--- src/rtl/mips_muldiv_if.sv ---
// Command/result bundle between the decode/register-file stage and the
// iterative multiply/divide unit.
interface mips_muldiv_if #(
  parameter int WIDTH = 32
);
  logic             start;
  logic [1:0]       op;
  logic [WIDTH-1:0] operand_a;
  logic [WIDTH-1:0] operand_b;
  logic             hi_we;
  logic             lo_we;
  logic [WIDTH-1:0] write_data;
  logic [WIDTH-1:0] hi;
  logic [WIDTH-1:0] lo;
  logic             busy;
  logic             done;
  logic             div_by_zero;

  modport master (
    output start, op, operand_a, operand_b, hi_we, lo_we, write_data,
    input  hi, lo, busy, done, div_by_zero
  );

  modport slave (
    input  start, op, operand_a, operand_b, hi_we, lo_we, write_data,
    output hi, lo, busy, done, div_by_zero
  );
endinterface

--- src/rtl/mips_muldiv.sv ---
// Iterative MIPS multiply/divide unit: one shift-add or restoring-divide step
// per clock, owning the architectural HI/LO registers.
module mips_muldiv #(
  parameter int WIDTH = 32,
  parameter int CNT_W = 6
) (
  input  logic          clk,
  input  logic          rst_n,
  mips_muldiv_if.slave  bus
);

  typedef enum logic [1:0] {IDLE, RUN, FIX} state_t;

  state_t             state_reg, state_next;
  logic [CNT_W-1:0]   cnt_reg;
  logic [2*WIDTH-1:0] acc_reg;
  logic [WIDTH-1:0]   divisor_reg;
  logic [WIDTH-1:0]   a_raw_reg;
  logic               is_div_reg;
  logic               neg_reg;
  logic               neg_rem_reg;
  logic               b_zero_reg;
  logic [WIDTH-1:0]   hi_reg, lo_reg;
  logic               done_reg, dbz_reg;

  logic [WIDTH-1:0]   a_mag, b_mag;
  logic [WIDTH:0]     mul_sum, div_shift, div_trial;
  logic [2*WIDTH-1:0] mul_next, div_next, prod_fix;
  logic [WIDTH-1:0]   quot_fix, rem_fix;

  // Signed ops work on magnitudes; the sign is re-applied in FIX.
  assign a_mag = (bus.op[0] && bus.operand_a[WIDTH-1]) ? -bus.operand_a : bus.operand_a;
  assign b_mag = (bus.op[0] && bus.operand_b[WIDTH-1]) ? -bus.operand_b : bus.operand_b;

  // acc holds {partial product, multiplier} for multiply and
  // {remainder, dividend/quotient} for divide.
  assign mul_sum  = {1'b0, acc_reg[2*WIDTH-1:WIDTH]}
                  + (acc_reg[0] ? {1'b0, divisor_reg} : '0);
  assign mul_next = {mul_sum, acc_reg[WIDTH-1:1]};

  assign div_shift = {acc_reg[2*WIDTH-1:WIDTH], acc_reg[WIDTH-1]};
  assign div_trial = div_shift - {1'b0, divisor_reg};
  assign div_next  = div_trial[WIDTH]
                   ? {div_shift[WIDTH-1:0], acc_reg[WIDTH-2:0], 1'b0}
                   : {div_trial[WIDTH-1:0], acc_reg[WIDTH-2:0], 1'b1};

  assign prod_fix = neg_reg ? -acc_reg : acc_reg;
  assign quot_fix = neg_reg ? -acc_reg[WIDTH-1:0] : acc_reg[WIDTH-1:0];
  assign rem_fix  = neg_rem_reg ? -acc_reg[2*WIDTH-1:WIDTH] : acc_reg[2*WIDTH-1:WIDTH];

  always_ff @(posedge clk or negedge rst_n) begin
    if (!rst_n) begin
      state_reg <= IDLE;
    end else begin
      state_reg <= state_next;
    end
  end

  always_comb begin
    state_next = state_reg;
    case (state_reg)
      IDLE:    if (bus.start) state_next = RUN;
      RUN:     if (cnt_reg == CNT_W'(1)) state_next = FIX;
      FIX:     state_next = IDLE;
      default: state_next = IDLE;
    endcase
  end

  always_ff @(posedge clk or negedge rst_n) begin
    if (!rst_n) begin
      cnt_reg     <= '0;
      acc_reg     <= '0;
      divisor_reg <= '0;
      a_raw_reg   <= '0;
      is_div_reg  <= 1'b0;
      neg_reg     <= 1'b0;
      neg_rem_reg <= 1'b0;
      b_zero_reg  <= 1'b0;
      hi_reg      <= '0;
      lo_reg      <= '0;
      done_reg    <= 1'b0;
      dbz_reg     <= 1'b0;
    end else begin
      done_reg <= 1'b0;
      dbz_reg  <= 1'b0;
      case (state_reg)
        IDLE: begin
          if (bus.start) begin
            acc_reg     <= {{WIDTH{1'b0}}, a_mag};
            divisor_reg <= b_mag;
            a_raw_reg   <= bus.operand_a;
            is_div_reg  <= bus.op[1];
            neg_reg     <= bus.op[0] & (bus.operand_a[WIDTH-1] ^ bus.operand_b[WIDTH-1]);
            neg_rem_reg <= bus.op[0] & bus.operand_a[WIDTH-1];
            b_zero_reg  <= (bus.operand_b == '0);
            cnt_reg     <= CNT_W'(WIDTH);
          end else begin
            // MTHI/MTLO only land when no operation is being launched.
            if (bus.hi_we) hi_reg <= bus.write_data;
            if (bus.lo_we) lo_reg <= bus.write_data;
          end
        end
        RUN: begin
          cnt_reg <= cnt_reg - CNT_W'(1);
          acc_reg <= is_div_reg ? div_next : mul_next;
        end
        FIX: begin
          done_reg <= 1'b1;
          if (is_div_reg && b_zero_reg) begin
            hi_reg  <= a_raw_reg;
            lo_reg  <= '1;
            dbz_reg <= 1'b1;
          end else if (is_div_reg) begin
            hi_reg <= rem_fix;
            lo_reg <= quot_fix;
          end else begin
            hi_reg <= prod_fix[2*WIDTH-1:WIDTH];
            lo_reg <= prod_fix[WIDTH-1:0];
          end
        end
        default: ;
      endcase
    end
  end

  assign bus.hi          = hi_reg;
  assign bus.lo          = lo_reg;
  assign bus.busy        = (state_reg != IDLE);
  assign bus.done        = done_reg;
  assign bus.div_by_zero = dbz_reg;

endmodule
--- src/flat_wrapper.sv ---
// flat-port wrapper written by rule: the top's interface ports become plain ports
module mips_muldiv_flat 
#(
  parameter int WIDTH = 32,
  parameter int CNT_W = 6
)
  (clk, rst_n, bus_start, bus_op, bus_operand_a, bus_operand_b, bus_hi_we, bus_lo_we, bus_write_data, bus_hi, bus_lo, bus_busy, bus_done, bus_div_by_zero);
  mips_muldiv_if #(.WIDTH(WIDTH)) bus_i ();
  input  logic clk;
  input  logic rst_n;
  input wire logic [$bits(bus_i.start)-1:0] bus_start;
  input wire logic [$bits(bus_i.op)-1:0] bus_op;
  input wire logic [$bits(bus_i.operand_a)-1:0] bus_operand_a;
  input wire logic [$bits(bus_i.operand_b)-1:0] bus_operand_b;
  input wire logic [$bits(bus_i.hi_we)-1:0] bus_hi_we;
  input wire logic [$bits(bus_i.lo_we)-1:0] bus_lo_we;
  input wire logic [$bits(bus_i.write_data)-1:0] bus_write_data;
  output wire logic [$bits(bus_i.hi)-1:0] bus_hi;
  output wire logic [$bits(bus_i.lo)-1:0] bus_lo;
  output wire logic [$bits(bus_i.busy)-1:0] bus_busy;
  output wire logic [$bits(bus_i.done)-1:0] bus_done;
  output wire logic [$bits(bus_i.div_by_zero)-1:0] bus_div_by_zero;
  assign bus_i.start = bus_start;
  assign bus_i.op = bus_op;
  assign bus_i.operand_a = bus_operand_a;
  assign bus_i.operand_b = bus_operand_b;
  assign bus_i.hi_we = bus_hi_we;
  assign bus_i.lo_we = bus_lo_we;
  assign bus_i.write_data = bus_write_data;
  assign bus_hi = bus_i.hi;
  assign bus_lo = bus_i.lo;
  assign bus_busy = bus_i.busy;
  assign bus_done = bus_i.done;
  assign bus_div_by_zero = bus_i.div_by_zero;
  mips_muldiv #(.WIDTH(WIDTH), .CNT_W(CNT_W)) u_core (.clk(clk), .rst_n(rst_n), .bus(bus_i));
endmodule
--- config.mk ---
export PLATFORM = sky130hd
export DESIGN_NAME = mips_muldiv_flat
export DESIGN_NICKNAME = d
export VERILOG_FILES = /design/src/rtl/mips_muldiv_if.sv /design/src/rtl/mips_muldiv.sv /design/src/flat_wrapper.sv
export SDC_FILE = /design/constraint.sdc
export NUM_CORES = 1
export LEC_CHECK = 0
export ABC_AREA = 1
export ABC_CLOCK_PERIOD_IN_PS = 4800
export BUFFER_PORTS_ARGS = -buffer_cell sky130_fd_sc_hd__clkbuf_2
export CORE_ASPECT_RATIO = 0.75
export CORE_MARGIN = 2
export CORE_UTILIZATION = 35
export DETAILED_ROUTE_END_ITERATION = 12
export GPL_TIMING_DRIVEN = 0
export PLACE_DENSITY = 0.51
export RECOVER_POWER = 100
export SLEW_MARGIN = 20
export SYNTH_ARGS = -nofsm -noshare
export SYNTH_HDL_FRONTEND = slang
export SYNTH_SLANG_ARGS = --single-unit
--- constraint.sdc ---
create_clock -name clk -period 4.8 [get_ports clk]
set_input_delay 0.48 -clock clk [delete_from_list [all_inputs] [get_ports clk]]
set_output_delay 0.48 -clock clk [all_outputs]
set_load 0.005 [all_outputs]
### Yosys cells after proc, flatten, opt, wreduce, memory -nomap -nowiden

Cells that the tools add are included.

| storage, ports and cells | value |
|---|---|
| register bits after elaboration | 206 |
| input port bits | 103 |
| word-level logic and storage cells | 73 |

| operators by class | value |
|---|---|
| $add $sub $neg | 8 |
| equality and inequality tests | 8 |
| bitwise gates (word level) | 3 |
| multiplexer cells | 28 |
| reduce and logical (&&, ||, !) cells | 13 |

Operator list:

| operator | number |
|---|---|
| 32-bit two-way mux | 13 |
| 64-bit two-way mux | 4 |
| 32-bit negator | 4 |
| 32-bit one-hot mux with 2 select lines | 2 |
| 64-bit one-hot mux with 2 select lines | 1 |
| 64-bit negator | 1 |
| 32-bit by 33-bit adder with 33-bit output | 1 |
| 33-bit by 32-bit subtractor with 33-bit output | 1 |
| 32-bit logical NOT | 1 |
| 6-bit one-hot mux with 2 select lines | 1 |
| 2-bit != test (second input constant) | 4 |
| 6-bit by 1-bit == test with 1-bit output (second input constant) | 1 |
| 6-bit two-way mux | 1 |
| 2-bit AND reduction | 3 |
| 3-bit AND reduction | 2 |
| 2-bit nonzero test | 3 |
| 6-bit by 1-bit subtractor with 6-bit output (second input constant) | 1 |
| 2-bit two-way mux | 2 |
| 2-bit one-hot mux with 2 select lines | 1 |
| 1-bit logical AND | 3 |
| 1-bit two-way mux | 3 |
| 1-bit AND | 2 |
| 2-bit by 1-bit == test with 1-bit output (second input constant) | 1 |
| 2-bit == test (second input constant) | 1 |
| 3 further kinds | 3 |

### Depth between registers and ports, before layout

Gate-level depths: netlist (run 1).

| depth | value |
|---|---|
| depth after elaboration | 5 |
| depth in mapped cells | 20 |
| mapped depth without buffers | 18 |

### Least setup slack after synthesis (run 1)

OpenSTA, ideal clock, no wires.

| path | value |
|---|---|
| path type | flip-flop to flip-flop |
| from | register u_core.acc_reg[0] |
| to | register u_core.acc_reg[59] |
| path slack | 2,248 ps |
| setup time | 116 ps |
| cell stages (with the launch flop) | 20 |
| period minus slack after synthesis | 2,552 ps |
| required time | 4,684 ps |
| arrival | 2,436 ps |
| path through | dfrtp_1 -> buf_6 -> clkbuf_1 -> nand2_1 -> inv_1 -> ha_1 -> inv_1 -> fa_1 -> o21ai_1 -> nand2_1 -> nand2_1 -> nand2_1 -> nand2_1 -> nand2_1 -> nand3_1 -> nand2_1 -> nor2_1 -> nor2_1 -> nand2_1 -> nand2_1 |

| on the way | value |
|---|---|
| cells in the longest elaborated chain, start to end | 4 |

Ends and longest elaborated chain:

| element | line | RTL |
|---|---|---|
| start: declaration | mips_muldiv.sv:16 | `logic [2*WIDTH-1:0] acc_reg;` |
| start signal: assignment | mips_muldiv.sv:89 | `acc_reg <= {{WIDTH{1'b0}}, a_mag};` |
| start signal: assignment | mips_muldiv.sv:105 | `acc_reg <= is_div_reg ? div_next : mul_next;` |
| 32-bit two-way mux | mips_muldiv.sv:38 | `+ (acc_reg[0] ? {1'b0, divisor_reg} : '0);` |
| 32-bit by 33-bit adder with 33-bit output | mips_muldiv.sv:38 |  |
| 64-bit two-way mux | mips_muldiv.sv:105 |  |
| 64-bit one-hot mux with 2 select lines | mips_muldiv.sv:86 | `case (state_reg)` |

Every way passes these cells.
A chain may end at the register's enable or synchronous reset.

### Worst setup path after layout (run 1)

| path | value |
|---|---|
| from | register u_core.acc_reg[31] |
| to | register u_core.acc_reg[44] |

| on the way | value |
|---|---|
| cells in the longest elaborated chain, start to end | 4 |

Ends and longest elaborated chain:

| element | line | RTL |
|---|---|---|
| 33-bit by 32-bit subtractor with 33-bit output | mips_muldiv.sv:42 | `assign div_trial = div_shift - {1'b0, divisor_reg};` |
| 64-bit two-way mux | mips_muldiv.sv:44 | `? {div_shift[WIDTH-1:0], acc_reg[WIDTH-2:0], 1'b0}` |
| 64-bit two-way mux | mips_muldiv.sv:105 |  |
| 64-bit one-hot mux with 2 select lines | mips_muldiv.sv:86 |  |

Every way passes these cells.

==> run summary, run 1 <==
==========================================================================================
TritonCTS buffer count ......................................................           25
Growth of design area from synthesis to finish ..............................        12.9%
Number of placed instances, taps included ...................................         4044
Bufs on Longest Clock Path ..................................................            3
Nature of the critical path endpoint ........................................    flip-flop
Share of the synthesized area in the top cell type ..........................        27.3%
Port-buffer cells ...........................................................          169
Setup skew after layout .....................................................    0.0192 ns
Worst-case setup margin in the final layout .................................     0.570 ns
Initial Util ................................................................        35.6%
Unrepaired setup endpoints after global routing .............................        false
Vias per inst ...............................................................         5.45
Setup TNS ...................................................................         0 ns
I/O pin count ...............................................................          170
Depth of the worst register-to-register path ................................           17
H-tree levels ...............................................................            1
Finished Layout Cells .......................................................         4087
Clock sink count ............................................................          206
Die area ....................................................................    55900 um2
Number of endpoints failing setup at the final stage ........................            0
Critical R2R Launch ......................................................... u_core.acc_reg[31]
Most common cell after layout, fill and taps aside .......................... sky130_fd_sc_hd__nand2_1
Violations in the final reports ............................................. capacitance limit, slew limit
Post-synthesis instance total ...............................................         3161
Post-detailed-route count of antenna-violating nets .........................            0
DR DRC count ................................................................            0
Headroom to the max-slew limit ..............................................       -31.8%
Status ...................................................................... complete, but fails checks
Critical path required time .................................................      5.31 ns
Worst hold path endpoint .................................................... u_core.is_div_reg
Placement Rows ..............................................................           73
Post-cts sizing count .......................................................            0
Detail-routed net length per standard cell ..................................      23.4 um
Number of buffers inserted by post-CTS setup repair .........................            0
Total global routing track utilization ......................................        33.7%
Maximum fanout count along the critical path ................................           10
# diodes ....................................................................            0
Number of flops mapped to enable cells by yosys .............................            0
Leakage power figure ........................................................      10.9 nW
Sequential element share of the synthesized area ............................        27.3%
Via count of the first global-routing pass ..................................        20100
Largest register FFs ........................................................           64
Least-Margin Pin Slew .......................................................      1.98 ns
Max-slew violation count ....................................................          146
Worst min-delay path class ..................................................       in2reg
Source-to-sink clock delay at the later pin of the worst-skew pair ..........      0.58 ns
Area leader, netlist ........................................................ sky130_fd_sc_hd__dfrtp_1
DR iter-0 viols .............................................................         2885
Global-route wire length before repair ......................................    138000 um
Share of post-route cells with drive strength above 1 .......................        7.08%
Async S/R FF share, synth ...................................................         100%
Post-route minimum period ...................................................      4.23 ns
FF+latch count, synth .......................................................          206
Count of endpoints failing hold in the final timing report ..................            0
Final wirelength ............................................................     95500 um
Category of the critical setup timing path ..................................      reg2reg
Die width ...................................................................       272 um
Critical R2R Capture ........................................................ u_core.acc_reg[44]
Arrival time of the worst setup path ........................................      4.74 ns
Most area-consuming cells after synthesis ................................... sky130_fd_sc_hd__dfrtp_1 (27%), sky130_fd_sc_hd__nand2_1 (18%), sky130_fd_sc_hd__nor2_1 (8.9%)
Mapped Nets .................................................................         3336
TritonCTS clock tree ........................................................        built
CTS Hold Bufs ...............................................................            1
Predominant post-synthesis flop cell ........................................ sky130_fd_sc_hd__dfrtp_1
RD Place Congestion .........................................................        0.989
Number of maximum-capacitance violations ....................................            3
Clk root buf ................................................................ sky130_fd_sc_hd__clkbuf_16
Final clock period utilization by the worst path ............................        88.1%
Final layout net count ......................................................         3535
Number of distinct standard cells referenced by the synthesized netlist .....           50
Crit start category .........................................................    flip-flop
Number of antenna violations at the first check in global routing ...........            2
Maximum clock frequency .....................................................      236 MHz
Number of cells on the worst hold path ......................................            3
Clock edge transition at the registers on the reported setup and hold paths .      0.06 ns
Synthesized cell area .......................................................    18900 um2
Warning count from the yosys run ............................................            0
Die height ..................................................................       205 um
Peak VDD IR .................................................................     0.318 mV
Core box area ...............................................................    53200 um2
First-pass iteration count of the detailed router ...........................            6
Reg-to-reg setup timing slack ...............................................      0.57 ns
Pre-CTS setup slack .........................................................     0.949 ns
Half-perimeter wire length after detailed placement .........................     79300 um
Syn_area_per_cell ...........................................................     5.98 um2
Commonest cells after routing, fill and taps aside .......................... sky130_fd_sc_hd__nand2_1 (919), sky130_fd_sc_hd__nor2_1 (452), sky130_fd_sc_hd__inv_1 (417)
Vias ........................................................................        22300
Power Density ...............................................................   849 nW/um2
Overall overflow remaining after global route ...............................            0
Hold wc startpoint ..........................................................    bus_op[1]
Largest net degree at the start of global routing ...........................           72
==========================================================================================
[through the flow]
stage | instance area, um2 | hold slack [ns] | util [%] | power (W)
finish | 21300 | 0.156 | 40.2 | 0.0181
global route | 21300 | 0.160 | 40.2 | 0.0196
CTS | 21600 | 0.134 | 40.6 | 0.0180
detailed placement | 20700 | 0.481 | 39.0 | 0.0159
global placement | 20700 | 0.472 | 38.9 | 0.0159
floorplan | 18900 | 0.184 | - | 0.0113
[cell type report]
class	instances	area [um2]
Buffer	102	440
Clock buffer	33	716
Clock inverter	9	120
Fill cell	6080	31800
Inverter	424	1590
Multi-Input combinational cell	2429	11600
Sequential cell	206	5150
Tap cell	712	891
Timing Repair Buffer	172	816
[routing by layer]
metal | vias up | share of wire [%] | global-route usage [%]
met5 | - | 0.010 | 0
met4 | 2 | 1.1 | 4.32
met3 | 64 | 11 | 8.41
met2 | 1009 | 37 | 43.4
met1 | 10700 | 51 | 55.3
li1 | 10500 | - | -
[synth_stat cells, types with 18 or more instances]
cell type and n:
sky130_fd_sc_hd__nand4_1 32, sky130_fd_sc_hd__nand2_2 26, sky130_fd_sc_hd__a21oi_1 239, sky130_fd_sc_hd__nand3_1 212, sky130_fd_sc_hd__nand2_1 914, sky130_fd_sc_hd__o21ai_0 254, sky130_fd_sc_hd__xnor2_1 18, sky130_fd_sc_hd__a31oi_1 21
sky130_fd_sc_hd__xor2_1 33, sky130_fd_sc_hd__ha_1 70, sky130_fd_sc_hd__nor3_1 28, sky130_fd_sc_hd__clkbuf_1 78, sky130_fd_sc_hd__inv_1 414, sky130_fd_sc_hd__dfrtp_1 206, sky130_fd_sc_hd__nor2_1 448
[how the worst max path moves through the flow]
stage	startpoint	slack, ns	depth (start not counted)	endpoint
finish	u_core.acc_reg[31]	0.57	17	u_core.acc_reg[44]
floorplan	u_core.acc_reg[0]	2.25	19	u_core.acc_reg[59]
global route	u_core.acc_reg[31]	0.36	17	u_core.acc_reg[38]
detailed placement	u_core.acc_reg[0]	0.95	18	u_core.acc_reg[59]
global placement	rst_n	-1.25	1	u_core.bus.hi[5]
CTS	u_core.acc_reg[0]	0.92	18	u_core.acc_reg[59]
[cells by family (layout without fill, tap and decap cells)]
kind of cell / after synthesis / count (layout) / share of synthesized area [%]
AOI/OAI and AO/OA: 586 / 586 / 16.6
muxes: 1 / 1 / 0.0529
xor gates and xnor gates: 51 / 51 / 2.36
adders and majority gates: 72 / 72 / 4.84
DFF: 206 / 206 / 27.3
buffers and inverters: 526 / 740 / 10.9
and+or+nand+nor: 1719 / 1719 / 38.0
[worst max-delay path, stage by stage, from the launching register on]
cell and delay, ns:
sky130_fd_sc_hd__dfrtp_1 0.49, sky130_fd_sc_hd__inv_1 0.25, sky130_fd_sc_hd__ha_1 0.28, sky130_fd_sc_hd__fa_1 0.52, sky130_fd_sc_hd__nor2_1 0.20, sky130_fd_sc_hd__o21ai_0 0.10
sky130_fd_sc_hd__nand2_1 0.18, sky130_fd_sc_hd__nand2_2 0.06, sky130_fd_sc_hd__nand2_1 0.18, sky130_fd_sc_hd__nand2_1 0.16, sky130_fd_sc_hd__nand2_1 0.18, sky130_fd_sc_hd__nand2_4 0.05
sky130_fd_sc_hd__nand2_1 0.51, sky130_fd_sc_hd__clkbuf_1 0.60, sky130_fd_sc_hd__nand2_2 0.08, sky130_fd_sc_hd__nand3_1 0.19, sky130_fd_sc_hd__nand2_1 0.07, sky130_fd_sc_hd__nand2_1 0.05
[where the power goes]
part | switching [W] | internal, W
Combinational | 0.00837 | 0.00365
Sequential | 0.00152 | 0.00260
Clock | 0.000841 | 0.00116
Total | 0.0107 | 0.00741
(Power assumes the default switching activity.)
==> inputs of run 2 (changes only) <==
--- a/config.mk
+++ b/config.mk
@@ -9,7 +9,6 @@
 export ABC_CLOCK_PERIOD_IN_PS = 4800
 export BUFFER_PORTS_ARGS = -buffer_cell sky130_fd_sc_hd__clkbuf_2
 export CORE_ASPECT_RATIO = 0.75
-export CORE_MARGIN = 2
 export CORE_UTILIZATION = 35
 export DETAILED_ROUTE_END_ITERATION = 12
 export GPL_TIMING_DRIVEN = 0
==> run 2 against run 1 <==
The flow still finishes with violations (capacitance limit, slew limit). Clock power is 4% higher. Largest power group unchanged. Count of clock-buffer cells in the layout stayed put. Non-clock buffer count stayed put. Power is 0.89% higher. Routed wire length is 0.84% higher.
==> run summary, run 2 (synthesis results as in run 1) <==
==========================================================================================
TritonCTS clock tree ........................................................        built
Source-to-sink clock delay at the later pin of the worst-skew pair ..........      0.58 ns
Headroom to the max-slew limit ..............................................        -112%
Crit start category .........................................................    flip-flop
Vias ........................................................................        22400
Violations in the final reports ............................................. capacitance limit, slew limit
Worst hold path endpoint .................................................... u_core.bus.lo[0]
Vias per inst ...............................................................         5.48
Share of the core filled with cells in the final layout .....................        40.4%
Largest register FFs ........................................................           64
Worst-case setup margin in the final layout .................................     0.467 ns
Most common cell after layout, fill and taps aside .......................... sky130_fd_sc_hd__nand2_1
Share of post-route cells with drive strength above 1 .......................        7.28%
Worst min-delay path class ..................................................       in2reg
Clock edge transition at the registers on the reported setup and hold paths .      0.07 ns
Number of antenna violations at the first check in global routing ...........            5
Count of endpoints failing hold in the final timing report ..................            0
Via count of the first global-routing pass ..................................        20200
H-tree levels ...............................................................            1
Commonest cells after routing, fill and taps aside .......................... sky130_fd_sc_hd__nand2_1 (923), sky130_fd_sc_hd__nor2_1 (452), sky130_fd_sc_hd__inv_1 (417)
Post-route minimum period ...................................................      4.33 ns
Detail-routed net length per standard cell ..................................      23.5 um
Number of endpoints failing setup at the final stage ........................            0
Max-slew violation count ....................................................           51
Setup TNS ...................................................................         0 ns
Half-perimeter wire length after detailed placement .........................     79600 um
Maximum fanout count along the critical path ................................           10
Placement Rows ..............................................................           73
Clock sink count ............................................................          206
DR DRC count ................................................................            0
Bufs on Longest Clock Path ..................................................            3
Fill cells ..................................................................         6018
Number of placed instances, taps included ...................................         4044
Pre-CTS setup slack .........................................................     0.782 ns
Initial Util ................................................................        35.6%
Overall overflow remaining after global route ...............................            0
Post-cts sizing count .......................................................            0
Finished Layout Cells .......................................................         4092
Hold wc startpoint .......................................................... bus_write_data[0]
Total global routing track utilization ......................................        34.3%
Setup skew after layout .....................................................    0.0160 ns
I/O pin count ...............................................................          170
Growth of design area from synthesis to finish ..............................        13.4%
TritonCTS buffer count ......................................................           25
Number of cells on the worst hold path ......................................            3
Dominant cell type by count on the critical path ............................ sky130_fd_sc_hd__nand2_1
Global-route wire length before repair ......................................    138000 um
Category of the critical setup timing path ..................................      reg2reg
Number of maximum-capacitance violations ....................................            1
Power Density ...............................................................   853 nW/um2
Depth of the worst register-to-register path ................................           17
Final clock period utilization by the worst path ............................        90.3%
Max incr delay on CP ........................................................      0.68 ns
Unrepaired setup endpoints after global routing .............................        false
Leakage power figure ........................................................      11.0 nW
Critical R2R Capture ........................................................ u_core.acc_reg[45]
Peak VDD IR .................................................................     0.476 mV
Critical R2R Launch ......................................................... u_core.acc_reg[0]
Final wirelength ............................................................     96300 um
Die area ....................................................................    55000 um2
Die width ...................................................................       270 um
Reg-to-reg setup timing slack ...............................................      0.47 ns
Critical path, cell by cell ................................................. buf_6, clkbuf_1, nand2_1, inv_1, ha_1, inv_1, fa_1, o21ai_0, nand2_1, nand2_1, nand2_1, nand2_1, xor2_1, o21ai_0, inv_1, nand2_1, nand2_1
Largest net degree at the start of global routing ...........................           83
DR iter-0 viols .............................................................         2696
Final layout net count ......................................................         3535
Maximum clock frequency .....................................................      231 MHz
First-pass iteration count of the detailed router ...........................            6
Port-buffer cells ...........................................................          169
Core box area ...............................................................    53200 um2
Post-detailed-route count of antenna-violating nets .........................            0
Arrival time of the worst setup path ........................................      4.80 ns
RD Place Congestion .........................................................         1.02
Critical path required time .................................................      5.26 ns
CP max stage cell ........................................................... sky130_fd_sc_hd__o21ai_0
Number of buffers inserted by post-CTS setup repair .........................            0
Die height ..................................................................       203 um
Status ...................................................................... complete, but fails checks
CTS Hold Bufs ...............................................................            1
Clk root buf ................................................................ sky130_fd_sc_hd__clkbuf_16
Least-Margin Pin Slew .......................................................      3.18 ns
Nature of the critical path endpoint ........................................    flip-flop
==========================================================================================
## run 2: cell types whose count changed in the layout (fill, tap and decap cells not counted), sizes merged
| cell | previous run | this run |
|---|---|---|
| clkbuf | 292 | 287 |
| bufinv | 2 | 3 |
| diode | 0 | 1 |
| clkinv | 7 | 9 |
| inv | 423 | 424 |
| buf | 14 | 19 |
## run 2: worst max-delay path by stage
stage,from,endpoint,slack (ns)
after global placement,rst_n,u_core.divisor_reg[22],-1.17
after floorplan,u_core.acc_reg[0],u_core.acc_reg[59],2.25
after global routing,u_core.acc_reg[0],u_core.acc_reg[63],0.34
after CTS,u_core.acc_reg[0],u_core.acc_reg[45],0.79
final,u_core.acc_reg[0],u_core.acc_reg[45],0.47
after detailed placement,u_core.acc_reg[0],u_core.acc_reg[45],0.78
## run 2: worst max-delay path: cells and delay by family (launching register included)
family,cells,cell delay [ns]
xor gates and xnor gates,1,0.14
DFF,1,0.34
adders and majority gates,2,0.63
AOI/OAI and AO/OA,2,1.20
and+or+nand+nor,7,0.79
buffers and inverters,5,1.09
## run 2: through the flow
step	instance area, um2	hold slack (ns)	total power, W
2_1_floorplan	18900	0.184	0.0113
3_3_place_gp	20700	0.473	0.0159
3_5_place_dp	20700	0.476	0.0159
4_1_cts	21600	0.160	0.0181
5_1_grt	21500	0.169	0.0197
6_report	21500	0.176	0.0183
## run 2: area by class of cell
type	count	area [um2]	share of cell area, %
multi-input combinational	2429	11600	54.0
sequential	206	5150	24.0
inverter	424	1590	7.42
tap	712	891	4.15
timing repair buffer	172	862	4.02
clock buffer	33	716	3.34
buffer	102	472	2.20
clock inverter	13	169	0.787
antenna	1	2.50	0.0117
## run 2: power by group
part,internal [W],switching (W),leakage [nW]
logic,0.00372,0.00836,8.09
clock network,0.00122,0.000863,0.439
registers,0.00260,0.00153,2.45
total,0.00754,0.0108,11.0
## run 2: layer usage
layer  GRT usage, %  share of wire, %  routed length [um]  vias up
li1               -                 -                   -    10500
met1           55.7                51               48700    10700
met2           43.8                36               35100     1097
met3           9.44                12               11200       79
met4           5.13               1.4                1360        0
met5              0                 0                   0        -
